$ cat src/rtl/dma_axi_mchan_pkg.sv
// Shared types for the multi-channel AXI4 DMA: bus typedefs, descriptor struct, FSM states.
package dma_axi_mchan_pkg;

    localparam int unsigned AXI_ADDR_W = 32;
    localparam int unsigned AXI_DATA_W = 64;
    localparam int unsigned AXI_ID_W   = 4;
    localparam int unsigned AXI_STRB_W = AXI_DATA_W / 8;

    typedef logic [AXI_ADDR_W-1:0] axi_addr_t;
    typedef logic [AXI_DATA_W-1:0] axi_data_t;
    typedef logic [AXI_ID_W-1:0]   axi_id_t;

    localparam int unsigned AXI_BW_BYTES = $bits(axi_data_t) / 8;
    localparam int unsigned AXI_SIZE_LOG = $clog2(AXI_BW_BYTES);

    localparam logic [1:0] AXI_BURST_INCR = 2'b01;
    localparam logic [1:0] AXI_RESP_OKAY  = 2'b00;

    typedef enum logic [2:0] {
        ST_IDLE,
        ST_AR,
        ST_RD,
        ST_AW,
        ST_WR,
        ST_B
    } dma_st_t;

    typedef struct packed {
        axi_addr_t   src;
        axi_addr_t   dst;
        logic [31:0] remaining;
    } dma_ch_desc_t;

    typedef struct packed {
        axi_id_t             awid;
        axi_addr_t           awaddr;
        logic [7:0]          awlen;
        logic [2:0]          awsize;
        logic [1:0]          awburst;
        logic                awlock;
        logic [3:0]          awcache;
        logic [2:0]          awprot;
        logic [3:0]          awqos;
        logic [3:0]          awregion;
        logic                awuser;
        logic                awvalid;
        axi_data_t           wdata;
        logic [AXI_STRB_W-1:0] wstrb;
        logic                wlast;
        logic                wuser;
        logic                wvalid;
        logic                bready;
        axi_id_t             arid;
        axi_addr_t           araddr;
        logic [7:0]          arlen;
        logic [2:0]          arsize;
        logic [1:0]          arburst;
        logic                arlock;
        logic [3:0]          arcache;
        logic [2:0]          arprot;
        logic [3:0]          arqos;
        logic [3:0]          arregion;
        logic                aruser;
        logic                arvalid;
        logic                rready;
    } s_axi_mosi_t;

    typedef struct packed {
        logic       awready;
        logic       wready;
        axi_id_t    bid;
        logic [1:0] bresp;
        logic       buser;
        logic       bvalid;
        logic       arready;
        axi_id_t    rid;
        axi_data_t  rdata;
        logic [1:0] rresp;
        logic       rlast;
        logic       ruser;
        logic       rvalid;
    } s_axi_miso_t;

endpackage

$ cat src/rtl/dma_axi_mchan_fifo.sv
// Synchronous show-ahead FIFO with full/empty flags and a synchronous clear.
module dma_fifo #(
    parameter int unsigned WIDTH = 64,
    parameter int unsigned DEPTH = 16
) (
    input  logic             clk,
    input  logic             rst,
    input  logic             clr,
    input  logic             push,
    input  logic [WIDTH-1:0] din,
    input  logic             pop,
    output logic [WIDTH-1:0] dout,
    output logic             full,
    output logic             empty
);

    localparam int unsigned PW = (DEPTH > 1) ? $clog2(DEPTH) : 1;

    logic [WIDTH-1:0] mem [DEPTH];
    logic [PW-1:0]    wp, rp;
    logic [PW:0]      cnt;
    logic             do_push, do_pop;

    assign do_push = push & ~full;
    assign do_pop  = pop & ~empty;
    assign full    = (cnt == (PW+1)'(DEPTH));
    assign empty   = (cnt == '0);
    assign dout    = mem[rp];

    always_ff @(posedge clk) begin
        if (do_push) begin
            mem[wp] <= din;
        end
    end

    always_ff @(posedge clk) begin
        if (rst || clr) begin
            wp  <= '0;
            rp  <= '0;
            cnt <= '0;
        end else begin
            if (do_push) begin
                wp <= (wp == PW'(DEPTH-1)) ? '0 : wp + 1'b1;
            end
            if (do_pop) begin
                rp <= (rp == PW'(DEPTH-1)) ? '0 : rp + 1'b1;
            end
            case ({do_push, do_pop})
                2'b10:   cnt <= cnt + 1'b1;
                2'b01:   cnt <= cnt - 1'b1;
                default: cnt <= cnt;
            endcase
        end
    end

endmodule

$ cat src/rtl/dma_axi_mchan.sv
// Multi-channel AXI4 mem-to-mem DMA, round-robin per burst over one master port.
// Optional DMA_4K_SPLIT_EN limits every burst to a single 4KB page on src and dst.
module dma_axi_mchan
    import dma_axi_mchan_pkg::*;
#(
    parameter int unsigned NUM_CH     = 2,
    parameter int unsigned MAX_BEATS  = 16,
    parameter int unsigned FIFO_DEPTH = 16
) (
    input  logic                        clk,
    input  logic                        rst,
    input  logic [NUM_CH-1:0]           ch_start_i,
    input  axi_addr_t [NUM_CH-1:0]      ch_src_i,
    input  axi_addr_t [NUM_CH-1:0]      ch_dst_i,
    input  logic [NUM_CH-1:0][31:0]     ch_bytes_i,
    output logic [NUM_CH-1:0]           ch_busy_o,
    output logic [NUM_CH-1:0]           ch_done_o,
    output logic [NUM_CH-1:0]           ch_error_o,
    output s_axi_mosi_t                 dma_m_mosi_o,
    input  s_axi_miso_t                 dma_m_miso_i
);

    localparam int unsigned CH_W      = (NUM_CH > 1) ? $clog2(NUM_CH) : 1;
    localparam axi_addr_t   ALIGN_MSK = axi_addr_t'(AXI_BW_BYTES - 1);

    dma_st_t          state;
    dma_ch_desc_t     desc [NUM_CH];
    logic [NUM_CH-1:0] busy, done_q, error_q;
    logic [CH_W-1:0]  rr_ptr, grant, grant_q, rr_next;
    logic [8:0]       beats_nxt, beats_q, wr_cnt;
    logic [31:0]      step;
    logic             rd_err;
    logic             arvalid, awvalid, rready_q, bready;
    axi_addr_t        araddr, awaddr;
    logic [7:0]       axlen;
    axi_id_t          axid;

    logic             fifo_push, fifo_pop, fifo_clr, fifo_full, fifo_empty;
    axi_data_t        fifo_dout;
    logic             rready, wvalid, wlast, rd_fail;
    logic             unused_resp;

    assign unused_resp = ^{dma_m_miso_i.bid, dma_m_miso_i.buser,
                           dma_m_miso_i.rid, dma_m_miso_i.ruser};

    always_comb begin
        logic        found;
        int unsigned idx;
        found = 1'b0;
        idx   = 0;
        grant = '0;
        for (int unsigned i = 0; i < NUM_CH; i++) begin
            idx = (32'(rr_ptr) + i) % NUM_CH;
            if (!found && busy[idx]) begin
                grant = CH_W'(idx);
                found = 1'b1;
            end
        end
    end

    always_comb begin
        logic [31:0] words;
`ifdef DMA_4K_SPLIT_EN
        logic [12:0] src_room, dst_room;
`endif
        words     = desc[grant].remaining >> AXI_SIZE_LOG;
        beats_nxt = (words > 32'(MAX_BEATS)) ? 9'(MAX_BEATS) : words[8:0];
`ifdef DMA_4K_SPLIT_EN
        src_room = (13'h1000 - {1'b0, desc[grant].src[11:0]}) >> AXI_SIZE_LOG;
        dst_room = (13'h1000 - {1'b0, desc[grant].dst[11:0]}) >> AXI_SIZE_LOG;
        if ({4'b0, beats_nxt} > src_room) beats_nxt = src_room[8:0];
        if ({4'b0, beats_nxt} > dst_room) beats_nxt = dst_room[8:0];
`endif
    end

    assign step      = 32'(beats_q) << AXI_SIZE_LOG;
    assign rr_next   = (grant_q == CH_W'(NUM_CH - 1)) ? '0 : CH_W'(grant_q + 1'b1);
    assign rready    = rready_q & ~fifo_full;
    assign wvalid    = (state == ST_WR) & ~fifo_empty;
    assign wlast     = (wr_cnt == beats_q - 9'd1);
    assign fifo_push = (state == ST_RD) & rready & dma_m_miso_i.rvalid;
    assign fifo_pop  = wvalid & dma_m_miso_i.wready;
    assign rd_fail   = rd_err | (dma_m_miso_i.rresp != AXI_RESP_OKAY);
    // A failed burst never reaches the write phase, so its buffered beats are dropped here.
    assign fifo_clr  = fifo_push & dma_m_miso_i.rlast & rd_fail;

    dma_fifo #(
        .WIDTH(AXI_DATA_W),
        .DEPTH(FIFO_DEPTH)
    ) u_fifo (
        .clk  (clk),
        .rst  (rst),
        .clr  (fifo_clr),
        .push (fifo_push),
        .din  (dma_m_miso_i.rdata),
        .pop  (fifo_pop),
        .dout (fifo_dout),
        .full (fifo_full),
        .empty(fifo_empty)
    );

    always_ff @(posedge clk) begin
        if (rst) begin
            state    <= ST_IDLE;
            busy     <= '0;
            done_q   <= '0;
            error_q  <= '0;
            rr_ptr   <= '0;
            grant_q  <= '0;
            beats_q  <= '0;
            wr_cnt   <= '0;
            rd_err   <= 1'b0;
            arvalid  <= 1'b0;
            awvalid  <= 1'b0;
            rready_q <= 1'b0;
            bready   <= 1'b0;
            araddr   <= '0;
            awaddr   <= '0;
            axlen    <= '0;
            axid     <= '0;
            for (int unsigned c = 0; c < NUM_CH; c++) begin
                desc[c] <= '0;
            end
        end else begin
            done_q  <= '0;
            error_q <= '0;
            for (int unsigned c = 0; c < NUM_CH; c++) begin
                if (ch_start_i[c] && !busy[c]) begin
                    desc[c] <= '{src: ch_src_i[c], dst: ch_dst_i[c], remaining: ch_bytes_i[c]};
                    if (ch_bytes_i[c] == '0) begin
                        done_q[c] <= 1'b1;
                    end else if (((ch_bytes_i[c] | ch_src_i[c] | ch_dst_i[c]) & ALIGN_MSK) != '0) begin
                        error_q[c] <= 1'b1;
                    end else begin
                        busy[c] <= 1'b1;
                    end
                end
            end

            case (state)
                ST_IDLE: begin
                    if (|busy) begin
                        grant_q <= grant;
                        beats_q <= beats_nxt;
                        axid    <= AXI_ID_W'(grant);
                        axlen   <= 8'(beats_nxt - 9'd1);
                        araddr  <= desc[grant].src;
                        awaddr  <= desc[grant].dst;
                        arvalid <= 1'b1;
                        state   <= ST_AR;
                    end
                end
                ST_AR: begin
                    if (dma_m_miso_i.arready) begin
                        arvalid  <= 1'b0;
                        rready_q <= 1'b1;
                        rd_err   <= 1'b0;
                        state    <= ST_RD;
                    end
                end
                ST_RD: begin
                    if (fifo_push) begin
                        if (dma_m_miso_i.rresp != AXI_RESP_OKAY) begin
                            rd_err <= 1'b1;
                        end
                        if (dma_m_miso_i.rlast) begin
                            rready_q <= 1'b0;
                            if (rd_fail) begin
                                error_q[grant_q] <= 1'b1;
                                busy[grant_q]    <= 1'b0;
                                rr_ptr           <= rr_next;
                                state            <= ST_IDLE;
                            end else begin
                                awvalid <= 1'b1;
                                state   <= ST_AW;
                            end
                        end
                    end
                end
                ST_AW: begin
                    if (dma_m_miso_i.awready) begin
                        awvalid <= 1'b0;
                        wr_cnt  <= '0;
                        state   <= ST_WR;
                    end
                end
                ST_WR: begin
                    if (fifo_pop) begin
                        wr_cnt <= wr_cnt + 9'd1;
                        if (wlast) begin
                            bready <= 1'b1;
                            state  <= ST_B;
                        end
                    end
                end
                ST_B: begin
                    if (dma_m_miso_i.bvalid) begin
                        bready <= 1'b0;
                        rr_ptr <= rr_next;
                        state  <= ST_IDLE;
                        if (dma_m_miso_i.bresp != AXI_RESP_OKAY) begin
                            error_q[grant_q] <= 1'b1;
                            busy[grant_q]    <= 1'b0;
                        end else begin
                            desc[grant_q].src       <= desc[grant_q].src + step;
                            desc[grant_q].dst       <= desc[grant_q].dst + step;
                            desc[grant_q].remaining <= desc[grant_q].remaining - step;
                            if (desc[grant_q].remaining == step) begin
                                done_q[grant_q] <= 1'b1;
                                busy[grant_q]   <= 1'b0;
                            end
                        end
                    end
                end
                default: state <= ST_IDLE;
            endcase
        end
    end

    assign ch_busy_o  = busy;
    assign ch_done_o  = done_q;
    assign ch_error_o = error_q;

    always_comb begin
        dma_m_mosi_o         = '0;
        dma_m_mosi_o.arid    = axid;
        dma_m_mosi_o.araddr  = araddr;
        dma_m_mosi_o.arlen   = axlen;
        dma_m_mosi_o.arsize  = 3'(AXI_SIZE_LOG);
        dma_m_mosi_o.arburst = AXI_BURST_INCR;
        dma_m_mosi_o.arvalid = arvalid;
        dma_m_mosi_o.rready  = rready;
        dma_m_mosi_o.awid    = axid;
        dma_m_mosi_o.awaddr  = awaddr;
        dma_m_mosi_o.awlen   = axlen;
        dma_m_mosi_o.awsize  = 3'(AXI_SIZE_LOG);
        dma_m_mosi_o.awburst = AXI_BURST_INCR;
        dma_m_mosi_o.awvalid = awvalid;
        dma_m_mosi_o.wdata   = fifo_dout;
        dma_m_mosi_o.wstrb   = '1;
        dma_m_mosi_o.wlast   = wvalid & wlast;
        dma_m_mosi_o.wvalid  = wvalid;
        dma_m_mosi_o.bready  = bready;
    end

endmodule

$ cat config.mk
export PLATFORM = sky130hd
export DESIGN_NAME = dma_axi_mchan
export DESIGN_NICKNAME = d
export VERILOG_FILES = /design/src/rtl/dma_axi_mchan_pkg.sv /design/src/rtl/dma_axi_mchan_fifo.sv /design/src/rtl/dma_axi_mchan.sv
export SDC_FILE = /design/constraint.sdc
export NUM_CORES = 1
export LEC_CHECK = 0
export CAP_MARGIN = 10
export CORE_MARGIN = 3
export CORE_UTILIZATION = 57
export CTS_CLUSTER_SIZE = 28
export DETAILED_ROUTE_END_ITERATION = 8
export DONT_BUFFER_PORTS = 1
export PLACE_DENSITY = 0.71
export RECOVER_POWER = 50
export SLEW_MARGIN = 20
export SYNTH_ARGS = -nofsm -noshare
export SYNTH_HDL_FRONTEND = slang
export SYNTH_HIERARCHICAL = 1
export SYNTH_SLANG_ARGS = --single-unit
$ cat constraint.sdc
create_clock -name clk -period 6.8 [get_ports clk]
set_input_delay 0.68 -clock clk [delete_from_list [all_inputs] [get_ports clk]]
set_output_delay 0.68 -clock clk [all_outputs]
set_load 0.02 [all_outputs]
# Word-level counts from Yosys, hierarchy flattened
# Memories as Yosys holds them, arrays and structs flattened. A register that Yosys moved wholly into a read port is not among the register bits.
# Index checks and enable logic that the tools add are counted.
[op_classes]
addsub = 12
order_cmp = 5
eq_ne = 23
muxes = 111
n_bitwise = 23
n_reduce_logical = 33
[op_table]
columns = ["operator", "count"]
rows = [
  ["$mux W96", 2],
  ["$mux W1", 66],
  ["$add A32 B12 Y32", 2],
  ["$logic_not A32 Y1", 2],
  ["$reduce_bool A32 Y1", 2],
  ["$eq A32 B12 Y1", 1],
  ["$mux W2", 16],
  ["$sub A32 B12 Y32", 1],
  ["$gt A29 B5 Y1 const B", 1],
  ["$mux W9", 3],
  ["$mux W3", 8],
  ["$ne A2 B2 Y1 const B", 9],
  ["$pmux W3 S6", 1],
  ["$pmux W9 S2", 1],
  ["$reduce_bool A2 Y1", 9],
  ["$mux W4", 4],
  ["$or A3 B3 Y3", 4],
  ["$pmux W1 S2", 6],
  ["$reduce_and A4 Y1", 3],
  ["$and A1 B1 Y1", 10],
  ["$pmux W5 S2", 1],
  ["$reduce_and A5 Y1", 2],
  ["$add A9 B1 Y9 const B", 1],
  ["$eq A9 B9 Y1", 1],
  ["other kinds (32)", 51],
]
[totals]
register_bits = 119
ram_bits = 1216
input_bits = 280
out_inout_bits = 217
wordCells = 228
n_memories = 2
[memory_table]
columns = ["name", "depth", "width", "read_ports", "rd_ports_with_merged_regs", "wr", "line", "rtl"]
rows = [
  ["u_fifo.mem", 16, 64, 1, 1, 1, "dma_axi_mchan_fifo.sv:19", "logic [WIDTH-1:0] mem [DEPTH];"],
  ["desc", 2, 96, 2, 1, 3, "dma_axi_mchan.sv:27", "dma_ch_desc_t desc [NUM_CH];"],
]

# Logic depth before layout (Yosys ltp)
# Gate-level depths: netlist (run 1).
[logic_depth]
ltp_word = 12
ltp_mapped = 18
mapped_depth_nobuf = 14

# Modules after synthesis
# Netlist (run 1), hierarchy kept.
[modules_own_cells]
columns = ["module", "instances", "cells_per_inst", "area_each_um2", "seq_area_each_um2"]
rows = [
  ["dma_fifo", 1, 1538, 39550.4, 31089.8],
  ["dma_axi_mchan", 1, 1911, 17621.9, 7907.6],
]

# Worst setup path before layout (run 1)
# Ideal clock, no wire load.
[synth_path]
kind = "reg-to-reg"
from = "register u_fifo.cnt[2]"
to = "memory u_fifo.mem[0][0] (enable)"
setup_ns = 0.565
arrival_time_ns = 6.128
required_time_ns = 6.235
path_slack_ns = 0.107
stages_incl_launch_ff = 11
path_buffers = 2
period_less_slack_ns = 6.693
cell_sequence = "dfxtp_1 -> buf_2 -> or4_1 -> buf_2 -> nor2_1 -> nor2b_1 -> nand2_1 -> nor3_1 -> o21a_1 -> nand2_1 -> nor3_1"
[synth_via]
elab_chain_len = 8
[synth_lines]
columns = ["element", "line", "rtl"]
rows = [
  ["from (decl)", "dma_axi_mchan_fifo.sv:21", "logic [PW:0] cnt;"],
  ["from (signal assigned)", "dma_axi_mchan_fifo.sv:49", "2'b10: cnt <= cnt + 1'b1;"],
  ["from (signal assigned)", "dma_axi_mchan_fifo.sv:50", "2'b01: cnt <= cnt - 1'b1;"],
  ["from (signal assigned)", "dma_axi_mchan_fifo.sv:51", "default: cnt <= cnt;"],
  ["$eq A5 B5 Y1", "dma_axi_mchan_fifo.sv:26", "assign full = (cnt == (PW+1)'(DEPTH));"],
  ["net fifo_full", "dma_axi_mchan.sv:38", "logic fifo_push, fifo_pop, fifo_clr, fifo_full, fifo_empty;"],
  ["$not A1 Y1", "dma_axi_mchan.sv:78", "assign rready = rready_q & ~fifo_full;"],
  ["$and A1 B1 Y1", "dma_axi_mchan.sv:78", ""],
  ["net rready", "dma_axi_mchan.sv:40", "logic rready, wvalid, wlast, rd_fail;"],
  ["$and A1 B1 Y1 (2 in series)", "dma_axi_mchan.sv:81", "assign fifo_push = (state == ST_RD) & rready & dma_m_miso_i.rvalid;"],
  ["net fifo_push", "dma_axi_mchan.sv:38", ""],
  ["$and A1 B1 Y1", "dma_axi_mchan_fifo.sv:24", "assign do_push = push & ~full;"],
  ["$mux W1", "dma_axi_mchan_fifo.sv:31", "if (do_push) begin"],
  ["$mux W1 (implied by the code)", "dma_axi_mchan_fifo.sv:32", "mem[wp] <= din;"],
  ["to (decl)", "dma_axi_mchan_fifo.sv:19", ""],
]
# The timed path passes the listed nets, and every way through them passes these cells.

==> qor.json, run 1 <==
{
  "synth.yosys.seq_area_share": {"value": 68.2, "unit": "%"},
  "grtUsageTotal": {"value": 27.7, "unit": "%"},
  "route.detailed.wl_per_inst": {"value": 29.5, "unit": "um"},
  "die_area": {"value": 104000, "unit": "um^2"},
  "die_w": {"value": 323, "unit": "um"},
  "synth_commonest_cells": {"value": "edfxtp_1, mux4_2, nand3_1"},
  "synth.top_cell.area_share": {"value": 63.9, "unit": "%"},
  "synthCells": {"value": 3449},
  "synth.most_common_cell": {"value": "edfxtp_1"},
  "worst-path-max-fanout": {"value": 80},
  "synth_cell_types": {"value": 80},
  "total_power": {"value": 17.2, "unit": "mW"},
  "vdd.ir_drop.worst": {"value": 0.000274, "unit": "V"},
  "dpl.hpwl": {"value": 82.4, "unit": "mm"},
  "finalHoldWorstSlack": {"value": 104, "unit": "ps"},
  "numPlacedInstances": {"value": 4557},
  "ioPinCount": {"value": 497},
  "setup_slack": {"value": 1360, "unit": "ps"},
  "final-setup-viol-count": {"value": 0},
  "yosysTopAreaCell": {"value": "edfxtp_1"},
  "leakagePower": {"value": 19.7, "unit": "nW"},
  "power_density": {"value": 272, "unit": "nW/um^2"},
  "placedInstanceArea": {"value": 58100, "unit": "um^2"},
  "timing_hold_violations_final": {"value": 0},
  "synth-seq-cells": {"value": 1340},
  "chipHeight": {"value": 323, "unit": "um"},
  "clock_insertion_delay_worst_skew": {"value": 750, "unit": "ps"},
  "finalCoreUtilization": {"value": 63.8, "unit": "%"},
  "critical_path_arrival": {"value": 5950, "unit": "ps"},
  "tightest_slew": {"value": 3540, "unit": "ps"},
  "place.gp.congestion": {"value": 0.900},
  "synth_warnings": {"value": 6},
  "clk_path_buf_depth": {"value": 3},
  "post_cts.resized_instances": {"value": 0},
  "timing.fmax": {"value": 0.184, "unit": "GHz"},
  "final_design_area_no_fill": {"value": 63200, "unit": "um^2"},
  "run_status": {"value": "finished, violations left"},
  "clock-root-buffer": {"value": "clkbuf_16"},
  "report.final.slew_viol_count": {"value": 372},
  "initial_utilization": {"value": 57.8, "unit": "%"},
  "finalNetCount": {"value": 3798},
  "vias_per_cell": {"value": 6.56},
  "period_utilisation_layout": {"value": 80.0, "unit": "%"},
  "antenna_violations_before_repair": {"value": 12},
  "finalNonFillerCells": {"value": 4881},
  "slew_headroom": {"value": -136, "unit": "%"},
  "violations_in_the_final_reports": {"value": "capacitance limit, slew limit"},
  "numCtsBuffers": {"value": 139},
  "grt-ovfl-total": {"value": 0},
  "flow.area_growth_from_synthesis": {"value": 10.5, "unit": "%"},
  "place_worst_setup_slack": {"value": 2200, "unit": "ps"},
  "layout-drive-gt1-share": {"value": 16.7, "unit": "%"},
  "synth_enable_flop_cells": {"value": 1216},
  "yosys_most_used_dff": {"value": "edfxtp_1"},
  "vias_in_the_first_global_route": {"value": 32526},
  "post-route-drc-count": {"value": 0},
  "cts_post_setup_buffers_inserted": {"value": 0},
  "critical_path.startpoint_type": {"value": "flip-flop"},
  "grt_start_max_net_pins": {"value": 161},
  "avgSynthCellArea": {"value": 16.6, "unit": "um^2"},
  "route.antenna.remaining_nets": {"value": 0},
  "rsz0062_at_grt": {"value": "false"},
  "worstPathRequired": {"value": 7300, "unit": "ps"},
  "n_fill_cell": {"value": 6694},
  "grt_pass1_wl": {"value": 212, "unit": "mm"},
  "drt-total-wl": {"value": 144, "unit": "mm"},
  "routed-via-count": {"value": 32034},
  "ctsHtreeMaxLevel": {"value": 4},
  "fp.coreArea": {"value": 99000, "unit": "um^2"},
  "endpoint_kind": {"value": "flip-flop"},
  "worst_setup_hold_path_clk_slew": {"value": 60, "unit": "ps"},
  "drv_cap": {"value": 6},
  "finClkSkew": {"value": 29.2, "unit": "ps"},
  "site_rows": {"value": 115},
  "hp-class": {"value": "input port to flip-flop"},
  "initialDrtViolationCount": {"value": 3701},
  "cts_tree": {"value": "done"},
  "post_synth_main_area_contributors": {"value": "edfxtp_1, mux4_2, dfxtp_1"},
  "fin_tns_setup": {"value": 0, "unit": "ps"},
  "clock_sink_count": {"value": 1340},
  "path_type_of_the_worst_setup_path": {"value": "flip-flop to flip-flop"},
  "io_buffer_count": {"value": 0},
  "drt-pass1-iter-count": {"value": 5},
  "syn_area": {"value": 57200, "unit": "um^2"},
  "min_period": {"value": 5440, "unit": "ps"},
  "synth-async-reset-ratio": {"value": 0, "unit": "%"}
}
-- path summary, 6_finish.rpt --
check             startpoint             to  slack, ps  cells past startpoint
hold reg to reg     rready_q       rready_q        450                      2
setup reg to reg    state[1]    desc[1][60]       1360                      7
hold / removal           rst  ch_error_o[1]        100                      1
setup / recovery    state[1]    desc[1][60]       1360                      7
-- state kept, by name, summed over array words and instances, names as in the netlist, 2 cells and up, named ones only --
| name | count |
|---|---|
| araddr | 32 |
| awaddr | 32 |
| axlen | 8 |
| beats_q | 9 |
| ch_busy_o | 2 |
| ch_done_o | 2 |
| ch_error_o | 2 |
| desc | 192 |
| state | 3 |
| u_fifo/cnt | 5 |
| u_fifo/mem | 1024 |
| u_fifo/rp | 4 |
| u_fifo/wp | 4 |
| wr_cnt | 9 |
-- worst max-delay path, cell delays in order (launching register included) --
cell and delay (ps):
dfxtp_1 530, nand2b_1 210, nor2_1 120, nand3_1 170
or2_4 670, clkbuf_1 2530, nand3_1 620, o21ai_0 240
-- logic make-up after synthesis --
kind of cell / synth area share [%]
other: 0.0131
adders and majority gates: 0.937
DFF: 68.2
AOI/OAI and AO/OA: 4.88
and+or+nand+nor: 6.57
xor gates and xnor gates: 1.61
muxes: 14.7
buffers and inverters: 3.09
-- routing by layer --
layer	up-vias	track usage, %	part of all wire (%)
li1	13693	-	-
met1	16418	35.1	37
met2	1660	47.1	51
met3	253	6.53	9.0
met4	10	10.5	3.2
met5	-	0	0.044
-- power by group --
part / internal, mW / total [mW] / switching, mW
logic: 0.171 / 0.541 / 0.369
registers: 9.09 / 9.18 / 0.0881
clock network: 4.33 / 7.46 / 3.13
total: 13.6 / 17.2 / 3.59
-- cell usage in the layout (no fill, tap or decap), types with 30 or more instances in the layout --
| master | n |
|---|---|
| edfxtp_1 | 1216 |
| mux4_2 | 285 |
| nand3_1 | 217 |
| o21ai_0 | 201 |
| nand2_1 | 193 |
| nor2_1 | 155 |
| clkbuf_16 | 142 |
| dfxtp_1 | 119 |
| mux2i_1 | 73 |
| a311oi_1 | 67 |
| dlygate4sd3_1 | 64 |
| a21oi_1 | 60 |
| xor2_1 | 60 |
| conb_1 | 59 |
| nor3_1 | 46 |
| xnor2_1 | 45 |
| ha_1 | 38 |
| clkbuf_1 | 36 |
| inv_1 | 35 |
| mux4_1 | 35 |
| clkinv_1 | 30 |
-- repair_timing --
action | CTS | global route
hold buffers | 65 | 0
hold endpoints to repair | 1051 | 0
setup endpoints to repair | 0 | 0
-- final cells by class --
| cell class | count | area, um^2 | area share [%] |
|---|---|---|---|
| antenna | 7 | 17.5 | 0.0277 |
| timing repair buffer | 114 | 1220 | 1.93 |
| clock inverter | 71 | 726 | 1.15 |
| inverter | 35 | 131 | 0.208 |
| clock buffer | 180 | 3750 | 5.93 |
| tap | 1287 | 1610 | 2.55 |
| sequential | 1340 | 39000 | 61.7 |
| multi-input combinational | 1847 | 16700 | 26.5 |
Note: power is estimated with default switching activity, not from simulation.
==> inputs of run 2 (changes only) <==
clock period = 4.9 ns   (was 6.8 ns; I/O delays follow)
==> run 2 against run 1 <==
  * The flow still finishes with violations (capacitance limit, slew limit)
  * Non-clock buffer count grew 189
  * Setup slack lost 720 ps
  * Count of clock-buffer cells in the layout grew 2
  * Register-to-register slack lost 720 ps
  * Hold slack lost 61 ps
  * Global-route usage grew 1.0 points
  * Design area grew 3.1%
  * Utilization grew 2.0 points
  * Sequential power grew 38%
  * Power grew 40%
  * Flip-flop and latch count is the same
  * Critical path type unchanged
==> qor.json, run 2 (synthesis gave the netlist of run 1 again) <==
{
  "worst-path-max-fanout": {"value": 94, "change": "+18%"},
  "critical_path.startpoint_type": {"value": "flip-flop"},
  "finClkSkew": {"value": 31.6, "unit": "ps", "change": "+2.45 ps"},
  "place.gp.congestion": {"value": 0.910, "change": "+1.1%"},
  "drt-total-wl": {"value": 149, "unit": "mm", "change": "+3.8%"},
  "ioPinCount": {"value": 497, "change": "unchanged"},
  "grt_start_max_net_pins": {"value": 138, "change": "-14%"},
  "finalHoldWorstSlack": {"value": 42.3, "unit": "ps", "change": "-61.2 ps"},
  "worstPathRequired": {"value": 5330, "unit": "ps", "change": "-1970 ps"},
  "layout-drive-gt1-share": {"value": 16.7, "unit": "%", "change": "about the same"},
  "endpoint_kind": {"value": "flip-flop"},
  "grtUsageTotal": {"value": 28.8, "unit": "%", "change": "+1.0 points"},
  "initial_utilization": {"value": 57.8, "unit": "%", "change": "unchanged"},
  "route.antenna.remaining_nets": {"value": 0, "change": "unchanged"},
  "post-route-drc-count": {"value": 0, "change": "unchanged"},
  "critical-path-max-stage-delay": {"value": 1170, "unit": "ps", "change": "-1360 ps"},
  "antenna_violations_before_repair": {"value": 12, "change": "unchanged"},
  "hp-class": {"value": "input port to flip-flop"},
  "grt-ovfl-total": {"value": 0, "change": "unchanged"},
  "timing.fmax": {"value": 0.235, "unit": "GHz", "change": "+28%"},
  "vias_per_cell": {"value": 6.60, "change": "+0.63%"},
  "n_fill_cell": {"value": 6568, "change": "-1.9%"},
  "multiInputGateArea": {"value": 16700, "unit": "um^2", "change": "about the same"},
  "grt_pass1_wl": {"value": 221, "unit": "mm", "change": "+4.1%"},
  "dpl.hpwl": {"value": 84.7, "unit": "mm", "change": "+2.8%"},
  "largest_registers": {"value": "u_fifo/mem: 1024 flops, desc: 192 flops"},
  "fp.coreArea": {"value": 99000, "unit": "um^2", "change": "unchanged"},
  "path_type_of_the_worst_setup_path": {"value": "flip-flop to flip-flop"},
  "layout.area.seq": {"value": 39000, "unit": "um^2", "change": "unchanged"},
  "tightest_slew": {"value": 3000, "unit": "ps", "change": "-541 ps"},
  "clock-root-buffer": {"value": "clkbuf_16"},
  "drv_cap": {"value": 5, "change": "-1"},
  "routed-via-count": {"value": 33504, "change": "+4.6%"},
  "clock_insertion_delay_worst_skew": {"value": 780, "unit": "ps", "change": "+30 ps"},
  "critical_path_buffers_and_inverters": {"value": 2, "change": "+1"},
  "min_period": {"value": 4260, "unit": "ps", "change": "-1180 ps"},
  "run_status": {"value": "finished, violations left"},
  "period_utilisation_layout": {"value": 86.9, "unit": "%", "change": "+6.9 points"},
  "initialDrtViolationCount": {"value": 3561, "change": "-3.8%"},
  "cts_tree": {"value": "done"},
  "post_cts.resized_instances": {"value": 0, "change": "unchanged"},
  "clk_path_buf_depth": {"value": 3, "change": "unchanged"},
  "numPlacedInstances": {"value": 4571, "change": "+0.31%"},
  "finalNonFillerCells": {"value": 5073, "change": "+3.9%"},
  "layout.cells.most_common": {"value": "edfxtp_1"},
  "slew_headroom": {"value": -100, "unit": "%", "change": "+36 points"},
  "power_density": {"value": 368, "unit": "nW/um^2", "change": "+36%"},
  "final-setup-viol-count": {"value": 0, "change": "unchanged"},
  "vias_in_the_first_global_route": {"value": 33887, "change": "+4.2%"},
  "largest_register_ffs": {"value": 1024, "change": "unchanged"},
  "route.detailed.wl_per_inst": {"value": 29.4, "unit": "um", "change": "-0.12%"},
  "clock_sink_count": {"value": 1340, "change": "unchanged"},
  "worst_setup_hold_path_clk_slew": {"value": 60, "unit": "ps", "change": "about the same"},
  "mostFrequentLayoutCells": {"value": "edfxtp_1, mux4_2, dlygate4sd3_1, nand3_1, o21ai_0"},
  "regMostFlops": {"value": "u_fifo/mem"},
  "timing_hold_violations_final": {"value": 0, "change": "unchanged"},
  "die_area": {"value": 104000, "unit": "um^2", "change": "unchanged"},
  "violations_in_the_final_reports": {"value": "capacitance limit, slew limit"},
  "flow.area_growth_from_synthesis": {"value": 14.0, "unit": "%"},
  "report.final.slew_viol_count": {"value": 394, "change": "+5.9%"},
  "fin_tns_setup": {"value": 0, "unit": "ps", "change": "unchanged"},
  "finalNetCount": {"value": 3987, "change": "+5.0%"},
  "rsz0062_at_grt": {"value": "false"},
  "crit_family": {"value": "simple AND/OR/NAND/NOR gates"},
  "io_buffer_count": {"value": 0, "change": "unchanged"},
  "critical_path_arrival": {"value": 4680, "unit": "ps", "change": "-1270 ps"},
  "slowest_stage": {"value": "nand2b_1"},
  "critical_path.cell_chain": {"value": "inv_1, and3_1, nand2b_1, clkbuf_4, o21ai_0"},
  "leakagePower": {"value": 20.6, "unit": "nW", "change": "+4.2%"},
  "numCtsBuffers": {"value": 139, "change": "unchanged"},
  "die_w": {"value": 323, "unit": "um", "change": "unchanged"},
  "drt-pass1-iter-count": {"value": 7, "change": "+2"},
  "chipHeight": {"value": 323, "unit": "um", "change": "unchanged"},
  "ctsHtreeMaxLevel": {"value": 4, "change": "unchanged"},
  "site_rows": {"value": 115, "change": "unchanged"},
  "vdd.ir_drop.worst": {"value": 0.000418, "unit": "V", "change": "+53%"}
}
==> run 2: cell types whose count changed in the layout (fill, tap and decap cells not counted), moves of 3 or more <==
cell	change
dlygate4sd3_1	+174
clkinv_1	-12
clkinv_2	+11
buf_12	+7
buf_4	+5
nor3_4	+4
bufinv_16	-3
inv_16	-3
nor3_2	-3
==> run 2: repair_timing <==
action,4_1_cts,5_1_grt
hold buffers,239,0
endpoints found under the hold margin,1284,0
setup buffers,0,0
==> run 2: path summary, 6_finish.rpt <==
path	start	end	slack, ps	depth (start not counted)
max	axid[0]	desc[0][52]	640	5
min	ch_src_i[62]	desc[1][94]	40	2
max reg2reg	axid[0]	desc[0][52]	640	5
min reg2reg	rready_q	rready_q	460	2
==> run 2: routing by layer <==
layer	global-route usage (%)	vias to the layer above	wire (um)
li1	-	14087	-
met1	36.9	17137	55000
met2	47.8	1893	74100
met3	7.29	377	14700
met4	11.2	10	5520
met5	0	-	64
==> run 2: final cells by class <==
type,count,area share (%)
Antenna cell,8,0.0307
Clock buffer,182,5.81
Clock inverter,71,1.06
Inverter,35,0.202
Multi-Input combinational cell,1847,25.7
Sequential cell,1340,59.9
Tap cell,1287,2.47
Timing Repair Buffer,303,4.88
==> run 2: through the flow <==
stage	worst slack (ps)	instance area [um^2]	total power, mW	util [%]
global route	407	65200	24.7	65.8
CTS	833	65200	24.1	65.9
finish	642	65200	24.0	65.8
detailed placement	895	58300	13.6	58.9
global placement	955	58300	13.5	58.9
floorplan	-76.4	57400	13.4	-
==> run 2: power breakdown <==
group,total [mW],leakage (nW),internal (mW),switching [mW]
clock network,10.4,2.19,5.92,4.45
logic,0.897,6.11,0.335,0.562
registers,12.7,12.3,12.6,0.125
total,24.0,20.6,18.9,5.14
